--- src/rtl/imem_loader.sv ---
// -----------------------------------------------------------------------------
// imem_loader
//
// Boot-time instruction memory loader. It takes a byte stream over a
// valid/ready handshake and packs the bytes into little-endian 32-bit words.
// It writes the words one after another into the instruction memory's write
// port, starting at address 0. The core is held in stall until the whole
// image has been written.
//
// Optional feature (compile-time macro IMEM_LOAD_CHECKSUM_EN):
//   When IMEM_LOAD_CHECKSUM_EN is defined, one trailing XOR checksum byte
//   must follow the image. If that byte differs from the XOR of all image
//   bytes, load_err is raised.
//   When the macro is undefined, there is no CHECK state and no checksum
//   logic, and load_err is tied to 0.
//
// Ports:
//   clk         sole clock, rising edge
//   reset       synchronous, active-high
//   start       single-cycle request to begin loading (honoured in IDLE/DONE)
//   byte_valid  byte_data holds a valid byte
//   byte_data   image byte
//   byte_ready  loader accepts a byte this cycle (LOAD / CHECK)
//   imem_we     one-cycle write strobe to instruction memory
//   imem_waddr  write word address
//   imem_wdata  write word
//   cpu_stall   core must not fetch; high in every state except DONE
//   done        image fully written; held until next start or reset
//   load_err    checksum mismatch; level, held until next start or reset
// -----------------------------------------------------------------------------
module imem_loader #(
  parameter int DATA_W = 32,
  parameter int ADDR_W = 5,
  parameter int DEPTH  = 16
) (
  input  logic              clk,
  input  logic              reset,
  input  logic              start,
  input  logic              byte_valid,
  input  logic [7:0]        byte_data,
  output logic              byte_ready,
  output logic              imem_we,
  output logic [ADDR_W-1:0] imem_waddr,
  output logic [DATA_W-1:0] imem_wdata,
  output logic              cpu_stall,
  output logic              done,
  output logic              load_err
);

  localparam int BYTES  = DATA_W / 8;
  localparam int BCNT_W = (BYTES > 1) ? $clog2(BYTES) : 1;
  // One extra bit so the word counter can hold DEPTH itself.
  localparam int CNT_W  = ADDR_W + 1;

  localparam logic [BCNT_W-1:0] LAST_BYTE = BCNT_W'(BYTES - 1);
  localparam logic [CNT_W-1:0]  LAST_WORD = CNT_W'(DEPTH - 1);
  localparam logic [CNT_W-1:0]  WORD_MAX  = CNT_W'(DEPTH);

  localparam logic [1:0] ST_IDLE  = 2'd0;
  localparam logic [1:0] ST_LOAD  = 2'd1;
`ifdef IMEM_LOAD_CHECKSUM_EN
  localparam logic [1:0] ST_CHECK = 2'd2;
`endif
  localparam logic [1:0] ST_DONE  = 2'd3;

  logic [1:0]        state_reg;
  logic [1:0]        state_next;
  logic [BCNT_W-1:0] byte_cnt_reg;
  logic [CNT_W-1:0]  word_cnt_reg;
  logic              we_reg;
  logic [ADDR_W-1:0] waddr_reg;
  logic [DATA_W-1:0] wdata_reg;
  logic [DATA_W-9:0] lane_bus;     // bytes 0..BYTES-2 of the word in progress

  logic accept;
  logic load_accept;
  logic word_last_byte;
  logic image_last_byte;
  logic start_ok;

  // Handshake and event decode.
  assign byte_ready      = (state_reg == ST_LOAD)
`ifdef IMEM_LOAD_CHECKSUM_EN
                         || (state_reg == ST_CHECK)
`endif
                         ;
  assign accept          = byte_valid && byte_ready;
  assign load_accept     = accept && (state_reg == ST_LOAD);
  assign word_last_byte  = load_accept && (byte_cnt_reg == LAST_BYTE);
  assign image_last_byte = word_last_byte && (word_cnt_reg == LAST_WORD);
  // A start request is ignored while a load or check is in progress.
  assign start_ok        = start && ((state_reg == ST_IDLE) || (state_reg == ST_DONE));

  // Next-state logic.
  always_comb begin
    state_next = state_reg;
    case (state_reg)
      ST_IDLE, ST_DONE: begin
        if (start) state_next = ST_LOAD;
      end
      ST_LOAD: begin
        if (image_last_byte) begin
`ifdef IMEM_LOAD_CHECKSUM_EN
          state_next = ST_CHECK;
`else
          state_next = ST_DONE;
`endif
        end
      end
`ifdef IMEM_LOAD_CHECKSUM_EN
      ST_CHECK: begin
        if (accept) state_next = ST_DONE;
      end
`endif
      default: state_next = ST_IDLE;
    endcase
  end

  always_ff @(posedge clk) begin
    if (reset) state_reg <= ST_IDLE;
    else       state_reg <= state_next;
  end

  // Byte and word counters. The word counter saturates at DEPTH, so the
  // write address never wraps.
  always_ff @(posedge clk) begin
    if (reset) begin
      byte_cnt_reg <= '0;
      word_cnt_reg <= '0;
    end else if (start_ok) begin
      byte_cnt_reg <= '0;
      word_cnt_reg <= '0;
    end else if (load_accept) begin
      if (word_last_byte) begin
        byte_cnt_reg <= '0;
        if (word_cnt_reg != WORD_MAX) word_cnt_reg <= word_cnt_reg + 1'b1;
      end else begin
        byte_cnt_reg <= byte_cnt_reg + 1'b1;
      end
    end
  end

  // Byte lanes of the word in progress (little-endian: byte k -> [8k+7:8k]).
  // The top byte is never stored here; it is written straight into the
  // output word together with the stored lanes.
  genvar gi;
  generate
    for (gi = 0; gi < BYTES - 1; gi++) begin : g_lane
      logic [7:0] lane_reg;
      always_ff @(posedge clk) begin
        if (reset) begin
          lane_reg <= '0;
        end else if (load_accept && (byte_cnt_reg == BCNT_W'(gi))) begin
          lane_reg <= byte_data;
        end
      end
      assign lane_bus[gi*8 +: 8] = lane_reg;
    end
  endgenerate

  // Write port registers: the strobe fires the cycle after the last byte of
  // a word is accepted. Address and data stay put until the next word.
  always_ff @(posedge clk) begin
    if (reset) begin
      we_reg    <= 1'b0;
      waddr_reg <= '0;
      wdata_reg <= '0;
    end else begin
      we_reg <= word_last_byte;
      if (word_last_byte) begin
        waddr_reg <= word_cnt_reg[ADDR_W-1:0];
        wdata_reg <= {byte_data, lane_bus};
      end
    end
  end

  assign imem_we    = we_reg;
  assign imem_waddr = waddr_reg;
  assign imem_wdata = wdata_reg;
  assign cpu_stall  = (state_reg != ST_DONE);
  assign done       = (state_reg == ST_DONE);

`ifdef IMEM_LOAD_CHECKSUM_EN
  // Running XOR of the image bytes, compared with the single trailing byte.
  logic [7:0] csum_reg;
  logic       err_reg;

  always_ff @(posedge clk) begin
    if (reset) begin
      csum_reg <= '0;
      err_reg  <= 1'b0;
    end else if (start_ok) begin
      csum_reg <= '0;
      err_reg  <= 1'b0;
    end else if (load_accept) begin
      csum_reg <= csum_reg ^ byte_data;
    end else if (accept && (state_reg == ST_CHECK)) begin
      err_reg <= (byte_data != csum_reg);
    end
  end

  assign load_err = err_reg;
`else
  assign load_err = 1'b0;
`endif

endmodule

--- config.mk ---
export PLATFORM = sky130hd
export DESIGN_NAME = imem_loader
export DESIGN_NICKNAME = d
export VERILOG_FILES = /design/src/rtl/imem_loader.sv
export SDC_FILE = /design/constraint.sdc
export NUM_CORES = 1
export LEC_CHECK = 0
export ABC_AREA = 1
export BUFFER_PORTS_ARGS = -buffer_cell sky130_fd_sc_hd__buf_2
export CAP_MARGIN = 10
export CORE_MARGIN = 4
export CORE_UTILIZATION = 40
export DETAILED_ROUTE_END_ITERATION = 10
export GPL_TIMING_DRIVEN = 0
export SLEW_MARGIN = 20
export SYNTH_ARGS = -nofsm -noshare
export SYNTH_HDL_FRONTEND = slang
export SYNTH_SLANG_ARGS = --single-unit
--- constraint.sdc ---
create_clock -name clk -period 3.2 [get_ports clk]
set_input_delay 0.16 -clock clk [delete_from_list [all_inputs] [get_ports clk]]
set_output_delay 0.16 -clock clk [all_outputs]
set_load 0.01 [all_outputs]
## After elaboration in Yosys (flattened, before gate mapping)

Index checks and enable logic that the tools add are counted.

| cells by class | value |
|---|---|
| reductions and logical operators | 15 |
| equality and inequality tests | 10 |
| multiplexer cells | 4 |
| add/subtract/negate cells | 2 |

Operator list:

| operator | number |
|---|---|
| $logic_and 1x1->1 | 8 |
| $add 6x1->6 const B | 1 |
| $eq 2x2->1 const B | 3 |
| $eq 6x4->1 const B | 1 |
| $mux 2 | 3 |
| $ne 6x5->1 const B | 1 |
| $eq 2x1->1 const B | 2 |
| $logic_not 2->1 | 2 |
| $ne 2x2->1 const B | 2 |
| $pmux 2 s2 | 1 |
| $reduce_or 2->1 | 2 |
| $reduce_and 3->1 | 1 |
| $add 2x1->2 const B | 1 |
| $ne 2x1->1 const B | 1 |
| $reduce_and 2->1 | 1 |
| $logic_or 1x1->1 | 1 |

| word-level totals | value |
|---|---|
| output and inout port bits | 42 |
| input bits | 12 |
| flip-flop bits (word level) | 72 |

## Depth between registers and ports, before layout

| depth | value |
|---|---|
| depth in word-level cells | 7 |
| depth in mapped cells | 10 |
| depth with buffers taken out | 9 |

## Worst setup path after synthesis

No wires, ideal clock.

| timing | value |
|---|---|
| kind | register to register |
| from | register state_reg[0] |
| to | register state_reg[0] |
| required time | 3.085 ns |
| setup slack | 1.746 ns |
| library setup time | 0.115 ns |
| stages on the path, launching flop included | 10 |
| arrival | 1.339 ns |
| cell sequence | dfxtp_1 -> ha_1 -> nand2_2 -> nor2_4 -> buf_6 -> nand2_1 -> nand2_2 -> nand3_1 -> nand2_1 -> nor2_1 |

| between the ends | value |
|---|---|
| word-level cells in the longest chain between the ends | 7 |
| elaborated cells between the ends (all ways) | 12 |
| those cells by class | 4 x eq/ne; 1 x mux; 7 x reduce/logical |

RTL lines:

| what | line | text |
|---|---|---|
| start: declaration | 66 | `logic [1:0] state_reg;` |
| start signal: assignment | 121 | `else state_reg <= state_next;` |
| $eq 2x1->1 * | 82 | `assign byte_ready = (state_reg == ST_LOAD)` |
| named net byte_ready | 41 | `output logic byte_ready,` |
| $logic_and 1x1->1 | 87 | `assign accept = byte_valid && byte_ready;` |
| $logic_and 1x1->1 | 88 | `assign load_accept = accept && (state_reg == ST_LOAD);` |
| $logic_and 1x1->1 | 89 | `assign word_last_byte = load_accept && (byte_cnt_reg == LAST_BYTE);` |
| $logic_and 1x1->1 | 90 | `assign image_last_byte = word_last_byte && (word_cnt_reg == LAST_WORD);` |
| $ne 2x1->1 (no line) | n/a |  |
| $reduce_and 2->1 (no line) | n/a |  |

The timed path passes the listed nets; every way through them passes the cells marked *.
A chain may end at the register's enable or synchronous reset.

## Worst setup path after layout

| timing | value |
|---|---|
| from | register state_reg[0] |
| to | register wdata_reg[0] (netlist: imem_wdata[0]) |

| between the ends | value |
|---|---|
| word-level cells in the longest chain between the ends | 4 |

RTL lines:

| what | line | text |
|---|---|---|
| $eq 2x1->1 * | 82, 88 |  |
| $logic_and 1x1->1 | 87 |  |
| $logic_and 1x1->1 * | 88 |  |
| $logic_and 1x1->1 * | 89 |  |
| end signal: assignment | 172 | `wdata_reg <= {byte_data, lane_bus};` |
| end: declaration | 72 | `logic [DATA_W-1:0] wdata_reg;` |

Every way passes the cells marked *; elsewhere a longest branch is shown, timed or not.

==> impl_metrics.toml <==
[outcome]
status = "completed"

[synth]
avgSynthCellArea_um2 = 7.810
yosysUniqueCellTypes = 22
syn_area_um2 = 2811
synth-seq-cells = 72
yosysSeqAreaShare = 0.5127
synth_cells = 360
synth_nets = 382
synth_warnings = 0

[floorplan]
io-pin-count = 54
start_util = 0.4138
die_area_um2 = 8434
die_x_um = 91.84
core_um2 = 6794
die_h_um = 91.84
rows = 30

[setup_path]
endpoint_kind = "register"
critPathMaxFanout = 10
path_cells = "ha_1, nand2_2, nor2_4, inv_2, buf_2, nor2_1, nor2_1"
crit_type = "register to register"
slowest_stage = "dfxtp_1"
cp-start-kind = "register"
path_common_cell = "nor2_1"
crit_required_ns = 3.43
arrival_ns = 1.84
max_stage_delay_ns = 0.41

[timing]
hold_viol = 0
fmax_mhz = 620.6
hold_ws_ns = 0.03750
period_share = 0.5036
rsz0062_at_grt = "no"
clock_skew_ns = 0.007040
min_period_ns = 1.611
tns_ns = 0
drv_slew = 0
setup_violations = 0
fin_ws_ns = 1.589

[final_layout]
num-nets-final = 444
syn_to_final_growth_pct = 21.18
diodes = 0
largest_register_ffs = 32
drive_gt1_frac = 0.2037

[route]
drt_wl_total_mm = 6.600
dr.pass1.iters = 4
wire_per_inst_um = 12.62
drtIter0Drc = 122
vias = 2425
via_per_inst = 4.637
drcViolationCount = 0
postRouteAntennaNets = 0

[global_routing]
grt_pass1_vias = 2333
grt-ovfl-total = 0
grt_max_degree = 14
antenna_found_initial = 0
grt_pass1_wl_mm = 11.23
track_usage = 0.1666

[clocking]
cts.sinks = 72
cts_tree = "yes"
htreeDepth = 3
post_cts_resized = 0
cts_hold_buf = 0
insertion_delay_ns = 0.34
clockBufferDepth = 2
path_clk_slew_ns = 0.08
cts_post_setup_buffers_inserted = 0
cts_made_buffers = 9
cts_root_buffer = "clkbuf_8"

[power_and_ir_drop]
ir_drop_v = 0.0002613
pwr-share-clk = 0.388
p_int_uw = 1459
p_sw_uw = 550.9
seq_power_share = 0.478
powerDensity_nw_per_um2 = 589.9
total_leakage_power_uw = 0.001600
sw_frac_of_total = 0.2741
pwr-share-comb = 0.134

[job]
cap_violations = 0

[placed_design]
port-buffer-count = 51
dp_slack_ns = 1.582
dp_hpwl_mm = 4.737
gp_congestion = 0.7912

[hold_path]
hold_path_class = "input pin to register"
[through the flow]
stage	util	instances	area (µm²)	power [µW]
3_3_place_gp	0.4691	507	3187	1241
5_1_grt	0.5015	523	3407	2104
6_report	0.5015	523	3407	2010
4_1_cts	0.5015	523	3407	2036
3_5_place_dp	0.4691	507	3187	1251
2_1_floorplan	-	360	2811	1170
[layout by cell type, fill, tap and decap left out, types with 9 or more instances in the layout]
cell,n
nand3_1,28
ha_1,10
nor2_1,76
inv_1,16
dfxtp_1,72
clkbuf_8,9
a21oi_1,37
nand2_1,50
buf_2,59
o21ai_0,37
[Yosys cell counts]
master,instances,area share
a211oi_1,1,0.0027
a21oi_1,37,0.066
nor2_4,1,0.0040
o21ai_2,1,0.0031
xor2_1,3,0.0093
nand4_1,1,0.0022
nor2_1,76,0.10
o21ai_0,37,0.066
conb_1,1,0.0013
inv_2,3,0.0040
buf_6,2,0.0080
dfxtp_1,72,0.51
buf_2,8,0.014
nand2_2,2,0.0044
o21ai_1,1,0.0018
clkbuf_2,1,0.0018
ha_1,10,0.045
inv_1,16,0.021
buf_4,2,0.0053
nand2_1,50,0.067
clkbuf_1,7,0.0093
nand3_1,28,0.050
[power by group through the flow]
stage                     Sequential [µW]  Combinational [µW]  Clock [µW]
final                                 960                 269         781
after CTS                             960                 272         804
after global placement                981                 261           0
after detailed placement              982                 270           0
after global routing                  967                 303         835
after floorplan                       975                 195           0
[metal layers]
layer	wire length [µm]	global-route usage	share of wire
met1	3335	0.2418	0.51
met2	2752	0.2404	0.42
met3	417	0.03445	0.063
met4	95	0.06683	0.014
met5	0	0	0
[kinds of logic (layout without fill, tap and decap cells)]
family | Yosys count | count (layout) | share of synthesized area
AND/OR/NAND/NOR | 158 | 158 | 0.2287
AO/OA/AOI/OAI | 77 | 77 | 0.1393
flip-flops | 72 | 72 | 0.5127
buffers and inverters | 39 | 106 | 0.06408
adder cells (fa/ha/maj) | 10 | 10 | 0.04450
XOR/XNOR | 3 | 3 | 0.009348
other | 1 | 1 | 0.001334
[area by class of cell]
cell class,instances,area (µm²)
Tap cell,96,120.1
Sequential cell,72,1441
Multi-Input combinational cell,249,1190
Timing Repair Buffer,51,255.2
Fill cell,692,3387
Clock inverter,7,96.34
Clock buffer,9,123.9
Buffer,20,108.9
Inverter,19,71.32
[worst max-delay path, delay by kind of cell (launching register included)]
| family | cells | cell delay (ns) |
|---|---|---|
| simple gates | 4 | 0.51 |
| buf+inv | 2 | 0.34 |
| fa+ha+maj | 1 | 0.25 |
| flops | 1 | 0.41 |
[path summary, 6_finish.rpt]
check                                            from               endpoint  slack, ns  depth (start not counted)
worst max register to register           state_reg[0]          imem_wdata[0]       1.59                          7
worst min-delay path                            reset  g_lane[2].lane_reg[0]       0.04                          2
worst max-delay path                     state_reg[0]          imem_wdata[0]       1.59                          7
worst min register to register  g_lane[0].lane_reg[4]  g_lane[0].lane_reg[4]       0.47                          2
No activity file was read; power rests on OpenSTA's default activity.
